[src/rtl/instr_fetch_unit_if.sv]
// Instruction-memory read port between the fetch unit (master) and the memory (slave).
// rdata answers a request MEM_LAT cycles after it was issued.
interface instr_fetch_unit_if;
    logic        req;
    logic [31:0] addr;
    logic [31:0] rdata;

    modport master (output req, output addr, input rdata);
    modport slave  (input req, input addr, output rdata);
endinterface

[src/rtl/instr_fetch_unit.sv]
// Fetch unit: issues one imem read per cycle, tags each in-flight read with its pc,
// squashes wrong-path reads on branch, and stops fetching on the halt word.
module instr_fetch_unit #(
    parameter int unsigned MEM_LAT   = 2,
    parameter logic [31:0] HALT_WORD = 32'hFFFF_FFFF
) (
    input  logic               clk,
    input  logic               rst,
    input  logic [31:0]        pc,
    input  logic [2:0]         branch,
    output logic [31:0]        pc_4,
    output logic               readIn,
    instr_fetch_unit_if.master imem,
    output logic               instr_valid,
    output logic [31:0]        instr,
    output logic [31:0]        instr_pc,
    output logic               halted,
    output logic [31:0]        instr_count
);
    logic [MEM_LAT-1:0] tag_v_q, tag_v_d;
    logic [31:0]        tag_pc_q [MEM_LAT];
    logic               halted_q, valid_q;
    logic [31:0]        instr_q, instr_pc_q, count_q;
    logic               squash, tail_v, halt_hit, deliver;
    logic [31:0]        tail_pc;

    assign pc_4      = pc + 32'd4;
    assign imem.req  = ~halted_q & ~rst;
    assign imem.addr = {pc[31:2], 2'b00};

    assign tail_v  = tag_v_q[MEM_LAT-1];
    assign tail_pc = tag_pc_q[MEM_LAT-1];
    // A branch outranks a halt word sitting at the tail: that word is wrong-path.
    assign squash   = (branch != 3'd0) & ~halted_q;
    assign halt_hit = tail_v & ~squash & (imem.rdata == HALT_WORD);
    assign deliver  = tail_v & ~squash & (imem.rdata != HALT_WORD);

    always_comb begin
        tag_v_d = '0;
        if (!squash && !halt_hit) begin
            tag_v_d[0] = imem.req;
            for (int unsigned i = 1; i < MEM_LAT; i++) begin
                tag_v_d[i] = tag_v_q[i-1];
            end
        end
    end

    always_ff @(posedge clk) begin
        if (rst) begin
            tag_v_q    <= '0;
            halted_q   <= 1'b0;
            valid_q    <= 1'b0;
            instr_q    <= '0;
            instr_pc_q <= '0;
            count_q    <= '0;
        end else begin
            tag_v_q <= tag_v_d;
            valid_q <= deliver;
            if (halt_hit) begin
                halted_q <= 1'b1;
            end
            if (deliver) begin
                instr_q    <= imem.rdata;
                instr_pc_q <= tail_pc;
                count_q    <= count_q + 32'd1;
            end
        end
    end

    // Tag addresses carry no meaning without their valid bit, so they skip reset.
    always_ff @(posedge clk) begin
        tag_pc_q[0] <= imem.addr;
        for (int unsigned i = 1; i < MEM_LAT; i++) begin
            tag_pc_q[i] <= tag_pc_q[i-1];
        end
    end

    assign readIn      = ~halted_q;
    assign halted      = halted_q;
    assign instr_valid = valid_q;
    assign instr       = instr_q;
    assign instr_pc    = instr_pc_q;
    assign instr_count = count_q;
endmodule

[src/flat_wrapper.sv]
// flat-port wrapper written by rule: the top's interface ports become plain ports
module instr_fetch_unit_flat 
#(
    parameter int unsigned MEM_LAT   = 2,
    parameter logic [31:0] HALT_WORD = 32'hFFFF_FFFF
)
  (clk, rst, pc, branch, pc_4, readIn, instr_valid, instr, instr_pc, halted, instr_count, imem_req, imem_addr, imem_rdata);
  instr_fetch_unit_if imem_i ();
  input  logic clk;
  input  logic rst;
  input  logic [31:0] pc;
  input  logic [2:0] branch;
  output logic [31:0] pc_4;
  output logic readIn;
  output logic instr_valid;
  output logic [31:0] instr;
  output logic [31:0] instr_pc;
  output logic halted;
  output logic [31:0] instr_count;
  output wire logic [$bits(imem_i.req)-1:0] imem_req;
  output wire logic [$bits(imem_i.addr)-1:0] imem_addr;
  input wire logic [$bits(imem_i.rdata)-1:0] imem_rdata;
  assign imem_req = imem_i.req;
  assign imem_addr = imem_i.addr;
  assign imem_i.rdata = imem_rdata;
  instr_fetch_unit #(.MEM_LAT(MEM_LAT), .HALT_WORD(HALT_WORD)) u_core (.clk(clk), .rst(rst), .pc(pc), .branch(branch), .pc_4(pc_4), .readIn(readIn), .imem(imem_i), .instr_valid(instr_valid), .instr(instr), .instr_pc(instr_pc), .halted(halted), .instr_count(instr_count));
endmodule
[config.mk]
export PLATFORM = sky130hd
export DESIGN_NAME = instr_fetch_unit_flat
export DESIGN_NICKNAME = d
export VERILOG_FILES = /design/src/rtl/instr_fetch_unit_if.sv /design/src/rtl/instr_fetch_unit.sv /design/src/flat_wrapper.sv
export SDC_FILE = /design/constraint.sdc
export NUM_CORES = 1
export LEC_CHECK = 0
export BUFFER_PORTS_ARGS = -buffer_cell sky130_fd_sc_hd__buf_2
export CORE_MARGIN = 3
export CORE_UTILIZATION = 49
export DETAILED_ROUTE_END_ITERATION = 6
export GPL_ROUTABILITY_DRIVEN = 1
export GPL_TIMING_DRIVEN = 0
export HOLD_SLACK_MARGIN = 0.12
export PLACE_DENSITY_LB_ADDON = 0.05
export SLEW_MARGIN = 25
export SYNTH_ARGS = -nofsm -noshare
export SYNTH_HDL_FRONTEND = slang
export SYNTH_SLANG_ARGS = --single-unit
[constraint.sdc]
create_clock -name clk -period 2.3 [get_ports clk]
set_input_delay 0 -clock clk [delete_from_list [all_inputs] [get_ports clk]]
set_output_delay 0 -clock clk [all_outputs]
set_load 0.02 [all_outputs]
Word level (Yosys, flattened, before mapping)
Memory sizes are Yosys's and may differ from the RTL's. A register that Yosys moved wholly into a read port is not among the register bits. Cells that the tools add are included. Widths: inputs -> output; s select.

Equality and inequality tests: 2. $add $sub $neg: 2. Bitwise operators: 9. Reduce and logical (&&, ||, !) cells: 5.

Operators by type and width (number): $add 32x1->32 const B (1); $add 32x3->32 const B (1); $eq 32x32->1 const B (1); $ne 32x32->1 const B (1); $and 1x1->1 (5); $not 1->1 (4); $reduce_bool 3->1 (1); $logic_not 1->1 (2); $reduce_or 2->1 (1); $logic_and 1x1->1 (1).

Memory bits (writable): 64. Memories: 1. Output and inout port bits: 164. Register bits: 68. Logic and storage cells: 24. Input bits: 69.

Memories: u_core.tag_pc_q (depth 2, width 32, read ports 2, clocked after memory_dff 1, write ports 2, RTL line instr_fetch_unit.sv:21) `logic [31:0] tag_pc_q [MEM_LAT];`.

Logic depth before layout (Yosys ltp)
Gate-level depths: netlist of the first run.

Word-level depth: 9. Gate-level depth with buffers: 8. Gate-level depth less buffers: 6.

Least setup slack after synthesis of the first run
No wires, ideal clock.

Kind: register to register. Start point: register u_core.count_q[0] (netlist: u_core.instr_count[0]). End point: register u_core.count_q[26] (netlist: u_core.instr_count[26]). Stages on the path, launching flop included: 7. Buffers on the path: 0. Setup time: 74 ps. Setup slack: 375 ps. Arrival time: 1852 ps. Required time: 2226 ps. Clock period less this slack: 1925 ps. Path through: dfxtp_1 ha_1 and3_1 nand4_1 a2111o_1 or3_1 a21oi_1.

Longest elaborated chain between the ends: 1.

Ends and longest elaborated chain: start, declared (RTL line instr_fetch_unit.sv:23) `logic [31:0] instr_q, instr_pc_q, count_q;`; start signal, assigned (RTL line instr_fetch_unit.sv:65) `count_q <= count_q + 32'd1;`; $add 32x1->32 (RTL line instr_fetch_unit.sv:65).

No other way between the ends. A chain may end at the register's enable or synchronous reset.

Final worst setup path of the first run
Start point: input pc[17]. End point: output pc_4[27].

Longest elaborated chain between the ends: 1.

Ends and longest elaborated chain: start, declared (RTL line flat_wrapper.sv:11) `input logic [31:0] pc;`; $add 32x3->32 (RTL line instr_fetch_unit.sv:27) `assign pc_4 = pc + 32'd4;`; end, declared (RTL line flat_wrapper.sv:13) `output logic [31:0] pc_4;`.

No other way between the ends.

==> impl_metrics.toml, run 1 <==
[drt]
drt-wirelength-per-cell_microns = 14.2
drt_first_pass_iters = 5
drt_iter0_markers = 263
via_per_inst = 4.92
route.vias.total = 5662
post-route-drc-count = 0
wl_microns = 16400
antenna_left = 0

[placement]
dpl.cell_count = 1056
gp_congestion = 0.827
place_hpwl_microns = 11500
port_buffers = 225

[yosys]
yosysTopAreaCellShare_pct = 49.7
synth.avg_cell_area_sq_um = 9.64
yosysSeqAreaShare_pct = 49.7
synth_top_cell_by_area = "dfxtp_1"
ys_top_cells_by_count = "dfxtp_1 (158), nand2_1 (107), a21oi_2 (60)"
synth_warnings = 0
synth.area.top_cells = "dfxtp_1 (50%), a21oi_2 (8.3%), nand2_1 (6.3%), xnor2_1 (4.5%), buf_4 (4.2%)"
synth-seq-cells = 158
ys_types = 44
synthFlopType = "dfxtp_1"
netlist_area_sq_um = 6360
synth_most_common_cell = "dfxtp_1"
async_reset_ff_share_pct = 0
synth_cells = 660
synth-edff-count = 0

[cts]
cts_tree = "done"
clockBufferDepth = 2
htreeDepth = 4
cts_buffers = 17
clk_latency_ps = 420
postCtsSetupRepairBufs = 0
cts_sinks = 158
root_buffer = "clkbuf_16"

[power_and_ir_drop]
peakVddDrop_v = 0.000475
power_mw = 6.05
power_leakage_nw = 3.71
power_density_nw_per_um2 = 675

[sta]
hold_violations = 0
fin_crit_sh_pct = 93.6
drv_slew = 0
slew_headroom_pct = 49.2
fmaxAchievable_ghz = 0.464
max_slew.worst_pin.slew_ps = 743
finalCriticalPeriod_ps = 2150
finalSetupViolations = 0
skew_ps = 6.90

[finish]
synthToLayoutAreaGrowth_pct = 40.9
final_cells = 1150
fin_nets = 1040
drive_gt1_share_pct = 42.6
n_antenna_cell = 0

[die]
die_y_microns = 120
dieArea_sq_um = 14400
die_x_microns = 120
fp.coreArea_sq_um = 12400
start_util_pct = 51.5
ioPinCount = 233
rows = 40

[grt]
grt_pass1_wl_microns = 26400
grt_overflow = 0
grt_max_degree = 17
antenna_found_initial = 0
grt.total_usage_pct = 22.5
grt_pass1_vias = 5618

[worst_setup_path]
worst-r2r-setup-slack_ps = 250
path_max_fanout = 7
r2r_end = "u_core.instr_count[30]"
critPathCapture = "pc_4[27]"
end_kind = "primary output"
r2r_cells = 6
r2r-start = "u_core.instr_count[0]"
path_class = "input port to primary output"
crit_arrival_ps = 2150
startpoint = "pc[17]"
worst_setup_path_start_kind = "input port"
required_ps = 2300

[job]
maxCapViolations = 0

[hold_path]
hold_path_class = "input port to primary output"

[status]
status = "finished clean"
==> worst min-delay path by stage <==
| stage | start | endpoint | slack [ps] | cells past startpoint |
|---|---|---|---|---|
| after CTS | pc[0] | pc_4[0] | 220 | 2 |
| after floorplan | pc[10] | u_core.tag_pc_q[0][10] | 30 | 0 |
| final | pc[1] | pc_4[1] | 220 | 2 |
| after global placement | pc[11] | u_core.tag_pc_q[0][11] | 150 | 1 |
| after detailed placement | pc[18] | u_core.tag_pc_q[0][18] | 160 | 1 |
| after global routing | pc[0] | pc_4[0] | 230 | 2 |
==> layer usage <==
layer	track usage (%)	part of all wire (%)
met1	25.4	41
met2	40.1	51
met3	6.03	6.8
met4	8.95	2.0
met5	0	0
==> worst max-delay path, stage by stage <==
cell	delay (ps)
dlygate4sd3_1	530
buf_2	160
nand3_1	210
nor3_2	430
and4_1	300
nand4_1	160
xnor2_1	170
buf_2	180
==> cell families (layout without fill, tap and decap cells) <==
family                     count (synthesis)  in the layout  synth area share, %
AOI/OAI and AO/OA                        120            120                 14.8
buffers and inverters                     81            400                 8.63
xor gates and xnor gates                  42             42                 5.78
other                                      1              4               0.0589
and+or+nand+nor                          256            256                 20.6
DFF                                      158            158                 49.7
adders and majority gates                  2              2                0.393
==> per-stage QoR <==
step / hold WS [ps] / util (%) / setup TNS [ps] / setup WS, ps / cell area [sq um]
after global routing: 232 / 72.5 / -5.51 / -5.51 / 8970
after floorplan: 27.7 / - / 0 / 375 / 6370
after global placement: 152 / 62.4 / 0 / 176 / 7710
final: 221 / 72.5 / 0 / 146 / 8970
after detailed placement: 156 / 62.4 / 0 / 91.8 / 7710
after CTS: 220 / 72.5 / 0 / 21.5 / 8960
==> registers in the layout, summed over array words and instances (netlist names) <==
signal and cells:
u_core.instr_count 32, u_core.instr_pc 30, u_core.instr_valid 1, u_core.halted 1, u_core.instr 32, u_core.tag_v_q 2, u_core.tag_pc_q 60
==> layout by cell type, fill, tap and decap left out, types with 2 or more instances in the layout <==
cell type	n
xor2_1	9
nand2_2	40
clkbuf_1	18
buf_12	5
clkinvlp_4	4
conb_1	4
buf_2	229
o21ai_0	11
a21oi_1	20
a2111oi_0	11
a21oi_2	60
inv_1	10
nor2_1	23
a2111oi_1	3
buf_4	36
xnor2_1	33
nor3_1	2
or3_1	11
o21ba_2	2
and4_1	8
inv_6	3
dlygate4sd3_1	65
and2_1	2
clkbuf_16	17
nand4_1	23
clkinv_4	3
o31ai_1	2
buf_6	3
nand3_1	21
ha_1	2
bufinv_16	2
nor4_4	2
a211oi_1	3
nand2_1	107
and3_1	8
dfxtp_1	158
or4_1	2
==> power breakdown <==
group | switching, mW | leakage [nW] | internal, mW | total [mW]
Combinational | 0.254 | 2.14 | 0.220 | 0.474
Sequential | 0.0134 | 1.30 | 2.79 | 2.81
Clock | 1.13 | 0.281 | 1.64 | 2.77
Total | 1.39 | 3.71 | 4.66 | 6.05
==> cell type report <==
cell class / instances / area [sq um]
Multi-Input combinational cell: 424 / 2680
Clock inverter: 14 / 159
Sequential cell: 158 / 3160
Buffer: 68 / 500
Timing Repair Buffer: 290 / 1780
Inverter: 10 / 37.5
Tap cell: 168 / 210
Fill cell: 940 / 3400
Clock buffer: 18 / 439
==> timing repair <==
item,in CTS,in global routing
gates resized for setup,0,5
setup endpoints to repair,0,12
hold endpoints to repair,65,0
hold buffers,65,0
Power figures use the tool's default switching activity.
==> run 2, diff against run 1 <==
Settings changed: CORE_MARGIN 3 to 4, CORE_UTILIZATION 49 to 25.
==> run 2 against run 1 <==
Net effect: sequential share of layout area fell by 1.1 points; clock skew rose by 2.2 ps; sequential cell count did not move; power rose by 4.3%; largest power group is now the clock network; highest routed layer unchanged; final area rose by 3.1%; clock-buffer cell count did not move; critical endpoint is now u_core.instr_count[7]; core utilization fell by 36 points; via count fell by 3.6%; global-route usage fell by 8.9 points; worst hold slack got worse by 19 ps; non-clock buffer count rose by 3.
==> impl_metrics.toml, run 2 (synthesized netlist as in run 1, its figures left out) <==
[status]
status = "finished clean"

[grt]
grt_max_degree = 17
grt_pass1_vias = 5725
grt.total_usage_pct = 13.6
grt_pass1_wl_microns = 31000
grt_overflow = 0
antenna_found_initial = 0

[drt]
wl_microns = 18900
drt_iter0_markers = 208
route.vias.total = 5456
antenna_left = 0
drt_first_pass_iters = 6
drt-wirelength-per-cell_microns = 14.4
via_per_inst = 4.15
post-route-drc-count = 0

[finish]
n_antenna_cell = 0
layout_common_cells = "buf_2 (229), dfxtp_1 (158), nand2_1 (107)"
final_common_cell = "buf_2"
synthToLayoutAreaGrowth_pct = 45.3
finalInstanceArea_sq_um = 9250
nFillCells = 2636
max_flop_register = "u_core.tag_pc_q"
drive_gt1_share_pct = 42.7
largest_reg_flops = 60
fin_nets = 1043

[worst_setup_path]
path_max_fanout = 10
worstPathCellList = "dlygate4sd3_1 > buf_2 > nand4_1 > nor4_4 > a21o_1 > buf_6 > buf_2 > o21ai_0 > a21oi_1"
required_ps = 2630
critPathBufInv = 4
end_kind = "flip-flop"
crit_arrival_ps = 2420
cpMaxStageDelayCell = "nor4_4"
worst_setup_path_start_kind = "input port"
cp_top_family = "buffers and inverters"
path_class = "input port to flip-flop"
cp_slowest_stage_delay_ps = 700
cpMostUsedCell = "buf_2"

[cts]
cts_sinks = 158
cts_tree = "done"
htreeDepth = 4
cts_buffers = 17
path_clk_slew_ps = 70
root_buffer = "clkbuf_16"
clk_latency_ps = 410
clockBufferDepth = 2

[sta]
finalCriticalPeriod_ps = 2090
drv_slew = 0
skew_ps = 9.11
max_slew.worst_pin.slew_ps = 756
fin_crit_sh_pct = 90.8
fmaxAchievable_ghz = 0.479
finalSetupViolations = 0
fin_setup_tns_ps = 0
slew_headroom_pct = 49.6
hold_violations = 0
rsz0062_at_grt = "no"

[hold_path]
hold_path_class = "input port to flip-flop"

[power_and_ir_drop]
power_leakage_nw = 3.77
peakVddDrop_v = 0.000389
power_density_nw_per_um2 = 683

[die]
fp.coreArea_sq_um = 25100
start_util_pct = 25.3
dieArea_sq_um = 28100
rows = 58
ioPinCount = 233
die_x_microns = 168
die_y_microns = 168

[placement]
gp_congestion = 0.719
port_buffers = 225
place_area_sq_um = 7910
place_hpwl_microns = 13600

[job]
maxCapViolations = 0
[run 2: metal layers]
layer	vias to the layer above	GRT usage (%)	part of all wire, %
met5	-	0	0
met4	0	3.63	1.3
met3	18	4.20	6.5
met2	172	22.0	46
met1	2418	17.5	46
li1	2848	-	-
[run 2: timing repair]
item | in CTS | in global routing
hold endpoints to repair | 65 | 0
buffers inserted | 0 | 2
hold buffers | 64 | 0
setup endpoints to repair | 0 | 73
gates resized for setup | 0 | 7
[run 2: through the flow]
stage               hold WS [ps]  setup slack, ps  power (mW)  std cells  utilization [%]
detailed placement           158             59.5        3.26       1218             31.5
global route                 229             15.5        6.60       1315             36.8
finish                       203              211        6.31       1315             36.8
CTS                          220             21.7        6.43       1314             36.6
floorplan                   27.7              375        3.07        663                -
global placement             159             59.3        3.27       1218             31.5
[run 2: worst paths after layout]
kind                               start                endpoint  slack [ps]  cells after the start
setup / recovery          imem_rdata[21]   u_core.instr_count[7]         210                      9
hold / removal                       rst       u_core.tag_v_q[1]         200                      2
setup reg to reg   u_core.instr_count[0]  u_core.instr_count[26]         220                      6
hold reg to reg   u_core.tag_pc_q[0][14]  u_core.tag_pc_q[1][14]         320                      0
[run 2: final cells by class]
cell class	count	area, sq um	area share [%]
buffer	70	508	5.49
clock buffer	18	439	4.75
clock inverter	14	193	2.08
inverter	10	37.5	0.406
multi-input combinational	424	2700	29.2
sequential	158	3160	34.2
tap	330	413	4.47
timing repair buffer	291	1790	19.4
[run 2: power breakdown]
part           total, mW  internal, mW  switching, mW
sequential          2.80          2.79         0.0131
clock               3.03          1.79           1.25
combinational      0.477         0.219          0.258
total               6.31          4.80           1.52
==> run 3, diff against run 2 <==
==> constraint.sdc (replaced) <==
create_clock -name clk -period 2.3 [get_ports clk]
set_input_delay 0.23 -clock clk [delete_from_list [all_inputs] [get_ports clk]]
set_output_delay 0.23 -clock clk [all_outputs]
set_load 0.02 [all_outputs]
==> run 3 against run 2 <==
Net effect: first-iteration DRC count decreased by 1.4%; highest routed layer unchanged; power shrank 0.11%; final cell count shrank 0.38%; worst setup slack got worse by 58 ps; register-to-register slack is essentially flat; clock skew is 0.51 ps higher; combinational power down 1%; wire length is 1.3% lower; fmax down 2.7%; sequential share of layout area increased by 0.24 points; sequential cell count unchanged; global-route usage shrank 0.14 points.
==> impl_metrics.toml, run 3 (synthesized netlist as in run 1, its figures left out) <==
[worst_setup_path]
cpMaxStageDelayCell = "nor4_1"
crit_arrival_ps = 1920
r2r_cells = 6
path_max_fanout = 7
cp_slowest_stage_delay_ps = 290
worst_setup_path_start_kind = "input port"
r2r_end = "u_core.instr_count[26]"
end_kind = "primary output"
required_ps = 2070
worstPathCellList = "buf_2 > and4_1 > and4_1 > buf_2 > nand3_1 > nor4_1 > xor2_1 > buf_2"
r2r-start = "u_core.instr_count[0]"
cpMostUsedCell = "buf_2"
path_class = "input port to primary output"
worst-r2r-setup-slack_ps = 220

[die]
dieArea_sq_um = 28100
die_y_microns = 168
die_x_microns = 168
start_util_pct = 25.3
rows = 58
ioPinCount = 233
fp.coreArea_sq_um = 25100

[power_and_ir_drop]
power_leakage_nw = 3.74
internal-power_mw = 4.79
combinationalPowerShare_pct = 7.5
pwr-share-seq_pct = 44.5
power_density_nw_per_um2 = 687
peakVddDrop_v = 0.000390
clock_power_share_pct = 48.1
netSwitchingFraction_pct = 24.0
p_sw_mw = 1.51

[hold_path]
holdPathEnd = "u_core.halted"
hold_path_class = "input port to flip-flop"
hold_path_depth = 4
worstHoldStart = "branch[2]"

[finish]
layout_common_cells = "buf_2 (229), dfxtp_1 (158), nand2_1 (107)"
largest_reg_flops = 60
drive_gt1_share_pct = 42.7
post-route-util_pct = 36.6
synthToLayoutAreaGrowth_pct = 44.3
n_antenna_cell = 0
max_flop_register = "u_core.tag_pc_q"
nFillCells = 2657
final_common_cell = "buf_2"
fin_nets = 1038

[grt]
grt_pass1_wl_microns = 30700
grt_pass1_vias = 5687
grt_overflow = 0
grt_max_degree = 17
antenna_found_initial = 0
grt.total_usage_pct = 13.4

[drt]
route.vias.total = 5439
drt_first_pass_iters = 4
drt_iter0_markers = 205
wl_microns = 18700
post-route-drc-count = 0
via_per_inst = 4.15
antenna_left = 0
drt-wirelength-per-cell_microns = 14.3

[sta]
fin_setup_tns_ps = 0
hold_violations = 0
rsz0062_at_grt = "no"
holdWs_ps = 202
fmaxAchievable_ghz = 0.466
slew_headroom_pct = 45.1
drv_slew = 0
skew_ps = 9.62
finalSetupViolations = 0
finalCriticalPeriod_ps = 2150
fin_crit_sh_pct = 93.3
max_slew.worst_pin.slew_ps = 818

[cts]
clockBufferDepth = 2
root_buffer = "clkbuf_16"
cts_buffers = 17
path_clk_slew_ps = 70
clk_latency_ps = 420
htreeDepth = 4
cts_sinks = 158
cts_tree = "done"

[placement]
gp_congestion = 0.719
place_hpwl_microns = 13600
port_buffers = 225

[job]
maxCapViolations = 0

[status]
status = "finished clean"
-- run 3: what timing repair did --
item	4_1_cts	5_1_grt
hold buffers	62	0
gates cloned	0	0
buffers inserted	0	1
gates resized for setup	0	4
endpoints found under the hold margin	62	0
pin swaps	0	1
setup endpoints to repair	3	69
-- run 3: per-stage QoR --
stage / cells / total power [mW] / cell area, sq um / setup WS [ps]
after floorplan: 663 / 3.07 / 6370 / 375
final: 1310 / 6.31 / 9180 / 153
after detailed placement: 1218 / 3.26 / 7910 / -106
after global placement: 1218 / 3.27 / 7910 / -87.6
after global routing: 1310 / 6.59 / 9180 / 2.81
after CTS: 1310 / 6.43 / 9160 / 26.6
-- run 3: power by group through the flow --
stage,combinational (mW),sequential [mW],clock [mW]
floorplan,0.211,2.86,0
global placement,0.400,2.87,0
detailed placement,0.394,2.87,0
CTS,0.476,2.80,3.15
global route,0.513,2.81,3.27
finish,0.471,2.80,3.03
-- run 3: how the worst max path moves through the flow --
stage	start	to	slack [ps]	cells past startpoint
floorplan	u_core.instr_count[0]	u_core.instr_count[26]	370	6
global placement	imem_rdata[0]	u_core.instr_pc[14]	-90	7
detailed placement	imem_rdata[0]	u_core.instr_pc[14]	-110	7
CTS	u_core.halted	u_core.instr_pc[21]	30	6
global route	pc[8]	pc_4[23]	3	8
finish	pc[8]	pc_4[23]	150	8
-- run 3: critical path, delay by kind of cell --
family        cells  cell delay, ps
simple gates      4             990
xor+xnor          1             180
buf+inv           3             500
-- run 3: area by class of cell --
| cell class | instances | area (sq um) | share of cell area [%] |
|---|---|---|---|
| plain buffers | 68 | 500 | 5.45 |
| repair buffers | 288 | 1750 | 19.1 |
| multi-input cells | 424 | 2680 | 29.2 |
| clock buffers | 18 | 439 | 4.78 |
| well taps | 330 | 413 | 4.50 |
| flip-flops and latches | 158 | 3160 | 34.5 |
| clock inverters | 14 | 193 | 2.10 |
| inverters | 10 | 37.5 | 0.409 |
-- run 3: metal layers --
metal / track usage [%] / wire length (microns)
met5: 0 / 0
met2: 21.7 / 8490
met1: 17.4 / 8640
met3: 4.25 / 1310
met4: 3.53 / 253
